## src/rtl/layer_cmd_dispatch.sv

```systemverilog
// layer_cmd_dispatch: reg0 command decoder and MM2S-to-buffer write steering.
// Optional DISPATCH_TKEEP_CHECK_EN drops partial-keep beats and flags cmd_err.
module layer_cmd_dispatch #(
  parameter int ADDR_W        = 12,
  parameter int FEATURE_DEPTH = 4096
) (
  input  logic              sclk,
  input  logic              s_rst,
  input  logic [31:0]       slave_lite_reg0,
  input  logic [31:0]       slave_lite_reg1,
  input  logic [63:0]       s_axis_mm2s_tdata,
  input  logic [7:0]        s_axis_mm2s_tkeep,
  input  logic              s_axis_mm2s_tvalid,
  output logic              s_axis_mm2s_tready,
  input  logic              s_axis_mm2s_tlast,
  output logic              wr_en,
  output logic [3:0]        wr_sel,
  output logic [ADDR_W-1:0] wr_addr,
  output logic [63:0]       wr_data,
  output logic              conv_start,
  output logic              rx_start,
  output logic [7:0]        conv_rows,
  output logic              conv_final,
  input  logic              conv_done,
  input  logic              rx_done,
  output logic              task_finish,
  output logic              cmd_err
);

  typedef enum logic [2:0] {
    IDLE, LOAD, CONV, RX, DONE
  } state_t;

  state_t state, state_n;

  logic [2:0]        cmd_q, cmd_edge;
  logic [3:0]        tgt_sel, sel;
  logic              tgt_ok, use_msb;
  logic              load_go, bad_go;
  logic              hs, keep_ok, feat_wrap;
  logic [ADDR_W-1:0] msb, base, ofs;
  logic [ADDR_W-1:0] feat_addr, cur_addr;
  logic              unused;

  assign cmd_edge = slave_lite_reg0[2:0] & ~cmd_q;
  assign msb      = {1'b1, {(ADDR_W-1){1'b0}}};

  always_comb begin
    tgt_sel = '0;
    case (slave_lite_reg0[7:4])
      4'd1:    tgt_sel = 4'b0100;
      4'd2:    tgt_sel = 4'b0001;
      4'd3:    tgt_sel = 4'b0010;
      4'd8:    tgt_sel = 4'b1000;
      default: tgt_sel = 4'b0000;
    endcase
  end

  assign tgt_ok  = |tgt_sel;
  assign use_msb = (tgt_sel[2] & slave_lite_reg1[8])
                 | (tgt_sel[0] & slave_lite_reg1[0]);
  assign load_go = (state == IDLE) && cmd_edge[0] && tgt_ok;
  assign bad_go  = (state == IDLE) && cmd_edge[0] && !tgt_ok;

  assign s_axis_mm2s_tready = (state == LOAD);
  assign hs = s_axis_mm2s_tvalid & s_axis_mm2s_tready;
  assign task_finish = (state == DONE);

`ifdef DISPATCH_TKEEP_CHECK_EN
  assign keep_ok = (s_axis_mm2s_tkeep == 8'hFF);
  assign unused  = ^{slave_lite_reg0[31:24], slave_lite_reg0[15:11],
                     slave_lite_reg0[8], slave_lite_reg0[3],
                     slave_lite_reg1[31:9], slave_lite_reg1[7:1]};
`else
  assign keep_ok = 1'b1;
  assign unused  = ^{slave_lite_reg0[31:24], slave_lite_reg0[15:11],
                     slave_lite_reg0[8], slave_lite_reg0[3],
                     slave_lite_reg1[31:9], slave_lite_reg1[7:1],
                     s_axis_mm2s_tkeep};
`endif

  assign feat_wrap = (feat_addr == ADDR_W'(FEATURE_DEPTH - 1));
  assign cur_addr  = sel[3] ? feat_addr : (base | ofs);

  always_ff @(posedge sclk) begin
    if (s_rst) state <= IDLE;
    else       state <= state_n;
  end

  always_comb begin
    state_n = state;
    unique case (state)
      IDLE: begin
        if (cmd_edge[0])      state_n = tgt_ok ? LOAD : DONE;
        else if (cmd_edge[2]) state_n = CONV;
        else if (cmd_edge[1]) state_n = RX;
      end
      LOAD:    if (hs && s_axis_mm2s_tlast) state_n = DONE;
      CONV:    if (conv_done) state_n = DONE;
      RX:      if (rx_done) state_n = DONE;
      DONE:    state_n = IDLE;
      default: state_n = IDLE;
    endcase
  end

  always_ff @(posedge sclk) begin
    if (s_rst) begin
      cmd_q      <= '0;
      sel        <= '0;
      base       <= '0;
      ofs        <= '0;
      feat_addr  <= '0;
      wr_en      <= 1'b0;
      wr_sel     <= '0;
      wr_addr    <= '0;
      wr_data    <= '0;
      conv_start <= 1'b0;
      rx_start   <= 1'b0;
      conv_rows  <= '0;
      conv_final <= 1'b0;
      cmd_err    <= 1'b0;
    end else begin
      cmd_q      <= slave_lite_reg0[2:0];
      wr_en      <= 1'b0;
      conv_start <= (state == IDLE) && (state_n == CONV);
      rx_start   <= (state == IDLE) && (state_n == RX);
      if (load_go) begin
        sel  <= tgt_sel;
        base <= use_msb ? msb : '0;
        ofs  <= '0;
        if (tgt_sel[3]) begin
          conv_rows  <= slave_lite_reg0[23:16];
          conv_final <= slave_lite_reg0[10];
          if (!slave_lite_reg0[9]) feat_addr <= '0;
        end
      end
      if (bad_go) cmd_err <= 1'b1;
      // partial-keep beats are consumed but leave the address untouched
      if (hs) begin
        if (keep_ok) begin
          wr_en   <= 1'b1;
          wr_sel  <= sel;
          wr_addr <= cur_addr;
          wr_data <= s_axis_mm2s_tdata;
          if (sel[3])
            feat_addr <= feat_wrap ? '0 : feat_addr + ADDR_W'(1);
          else
            ofs <= ofs + ADDR_W'(1);
        end else begin
          cmd_err <= 1'b1;
        end
      end
    end
  end

endmodule

```

## config.mk

```make
export PLATFORM = sky130hd
export DESIGN_NAME = layer_cmd_dispatch
export DESIGN_NICKNAME = d
export VERILOG_FILES = /design/src/rtl/layer_cmd_dispatch.sv
export SDC_FILE = /design/constraint.sdc
export NUM_CORES = 1
export LEC_CHECK = 0
export ABC_AREA = 1
export CAP_MARGIN = 20
export CORE_ASPECT_RATIO = 2
export CORE_MARGIN = 5
export CORE_UTILIZATION = 40
export CTS_CLUSTER_SIZE = 20
export DETAILED_ROUTE_END_ITERATION = 10
export PLACE_DENSITY_LB_ADDON = 0.25
export SLEW_MARGIN = 20
export SYNTH_ARGS = -nofsm -noshare
export SYNTH_HDL_FRONTEND = slang
export SYNTH_SLANG_ARGS = --single-unit
```

## constraint.sdc

```tcl
create_clock -name sclk -period 2.19 [get_ports sclk]
set_input_delay 0.657 -clock sclk [delete_from_list [all_inputs] [get_ports sclk]]
set_output_delay 0.657 -clock sclk [all_outputs]
set_load 0.01 [all_outputs]
```

==> flow_summary.toml <==
[run_status]
status = "complete, no violations"

[clock_network]
clockBufferDepth = 2
cts_hold_buf = 0
clockRootBuffer = "clkbuf_16"
clkTransAtPathRegs_ns = 0.06
clock_latency_ns = 0.41
numCtsBuffers = 17
cts_htree_levels = 4
cts_tree = "built"
cts_sinks = 128

[setup_path]
r2r_cells = 9
r2r_end = "feat_addr[5]"
cp.arrival_ns = 1.40
r2r-start = "feat_addr[0]"
cp_max_fo = 6
worst_setup_path_start_kind = "register"
cp_cell_sequence = "inv_1, nand2_1, nor2_1, dlygate4sd2_1"
critPathMaxStageDelay_ns = 0.47
critPathCaptureType = "output port"
worst-path-buf-inv = 2
cp_slowest_cell = "dfxtp_1"
crit_required_ns = 1.53
reg2reg_setup_slack_ns = 0.57
critPathTopFamily = "flip-flops"
critPathKind = "register to output port"

[logic_synthesis]
synth_top_area_share_pct = 49.2
synth.area.top_cells = "dfxtp_1 49%, nor2_1 15%, o21ai_0 8.8%"
synth_common_cells = "203 x nor2_1, 128 x dfxtp_1, 98 x nand2_1, 92 x o21ai_0, 47 x inv_1"
synth-async-reset-ratio_pct = 0
synth_ff_type = "dfxtp_1"
yosysSeqAreaShare_pct = 49.2
ys_seq_elements = 128
synth.avg_cell_area_sq_um = 7.30
synth_most_common_cell = "nor2_1"
synthDistinctLibCells = 34
yosys.area.top_type = "dfxtp_1"
postSynthCellCount = 714
ys_warn_count = 0
syn_area_sq_um = 5210
synth_nets = 858
synth_edf_count = 0

[placement]
postPlaceCellArea_sq_um = 7290
place_congestion = 0.887
port-buffer-count = 183
dpl.hpwl_mm = 11.0

[final_layout]
diodes = 0
final_cell_area_sq_um = 7880
fin_util_pct = 61.0
synthToLayoutAreaGrowth_pct = 51.3
drive_gt1_share_pct = 7.96
nets = 1048
n_fill_cell = 1172
regArea_sq_um = 2560
multi_input_area_sq_um = 2230

[detailed_routing]
ant_nets = 0
wire_per_inst_um = 14.0
drtIter0Drc = 145
vias_per_cell = 4.84
wl_mm = 15.0
drc = 0
drt-pass1-iter-count = 5
vias = 5173

[global_routing]
met1_usage_pct = 20.6
grt_overflow = 0
antenna_found_initial = 0
grt_max_degree = 69
grt_pass1_wl_mm = 23.9
grt_usage_pct = 19.1
grt_util_met3_pct = 5.38
busiest_layer = "met2"
first_global_vias = 4967
grt_util_met2_pct = 34.9

[floorplanning]
dieWidth_um = 90.7
initial_core_util_pct = 40.3
die_area_sq_um = 15500
fp-row-count = 59
ios = 237
core_sq_um = 12900
die_y_um = 171

[min_path]
hold_depth = 2
hp-class = "register to register"
whs_endpoint = "sel[1]"
min_from = "sel[1]"

[sta]
relSlewSlack_pct = 74.7
fin_skew_ns = 0.00879
post-route-min-period_ns = 2.06
fmax_ghz = 0.486
rsz0062_at_grt = "false"
fin_crit_sh_pct = 93.9
worst_pin_slew_ns = 0.380
hold_viol = 0
finalMaxSlewViolations = 0
finalSetupViolCount = 0

[power_and_ir_drop]
ir_worst_vdd_v = 0.000623
p_per_area_nw_per_um2 = 787
cellLeakagePower_nw = 2.96

[run]
drv_cap = 0
[layout by cell type (no fill, tap or decap), types with 5 or more instances in the layout]
cell               n
o21ai_0           92
a21oi_1           31
buf_4             18
a31oi_1           10
nand3_1           29
nand2_1           98
clkbuf_16         17
buf_12             7
inv_2              5
nand4_1            5
nor2_4             5
inv_1             46
dfxtp_1          128
nor2_1           203
clkdlybuf4s50_1  181
[worst max-delay path by stage]
| stage | startpoint | endpoint | slack, ns | cells after the start |
|---|---|---|---|---|
| 3_5_place_dp | slave_lite_reg0[0] | conv_rows[4] | -0.08 | 9 |
| 6_report | state[1] | task_finish | 0.13 | 4 |
| 2_1_floorplan | slave_lite_reg0[4] | ofs[2] | 0.55 | 7 |
| 3_3_place_gp | slave_lite_reg0[0] | conv_final | -0.04 | 9 |
| 5_1_grt | state[0] | s_axis_mm2s_tready | 0.03 | 5 |
| 4_1_cts | state[1] | task_finish | 0.11 | 4 |
[what timing repair did]
action,4_1_cts,5_1_grt
gates resized for setup,2,0
endpoints found under the setup margin,2,0
buffers inserted,0,0
[metrics by stage]
| step | cells | setup TNS (ns) | setup slack [ns] | hold WS [ns] | total power [mW] |
|---|---|---|---|---|---|
| final | 1069 | 0 | 0.133 | 0.462 | 6.20 |
| after global routing | 1069 | 0 | 0.0252 | 0.487 | 6.48 |
| after CTS | 1069 | 0 | 0.114 | 0.460 | 6.28 |
| after detailed placement | 1037 | -0.836 | -0.0776 | 0.451 | 3.44 |
| after global placement | 1037 | -0.346 | -0.0445 | 0.449 | 3.43 |
| after floorplan | 714 | 0 | 0.550 | 0.440 | 2.97 |
[logic make-up after synthesis]
kind of cell / share of synthesized area, %
compound gates: 14.0
fa+ha+maj: 0.480
buf+inv: 7.92
flops: 49.2
simple gates: 28.4
[state kept, by name, indices dropped and copies added, names as in the netlist, 4 cells and up]
| register | flops |
|---|---|
| wr_data | 64 |
| wr_sel | 4 |
| feat_addr | 12 |
| conv_rows | 8 |
| sel | 4 |
| wr_addr | 12 |
| ofs | 12 |
[report_power, final]
group	internal [mW]	switching [mW]
Combinational	0.466	0.403
Clock	1.73	1.09
Sequential	2.45	0.0636
Total	4.64	1.56
[worst reg2reg max path: stages (launching register included)]
cell and delay [ns]:
dfxtp_1 0.38, ha_1 0.18, nand2_1 0.10, nor2_1 0.24, nand2_1 0.11, nor2_1 0.13, nor2_2 0.06, buf_4 0.16
o21ai_0 0.08, a21oi_1 0.08
[routing by layer]
metal  vias to the layer above  share of wire [%]
met3                        16                5.4
met1                      2325                 41
met4                         0                1.4
met2                       162                 52
met5                         -                  0
li1                       2670                  -
[final cells by class]
class | instances | area share, %
inverter | 52 | 2.48
sequential | 128 | 32.5
timing repair buffer | 208 | 26.7
tap | 152 | 2.41
clock buffer | 19 | 5.62
clock inverter | 13 | 1.95
multi-input combinational | 497 | 28.3
Note: power is estimated with default switching activity, not from simulation.
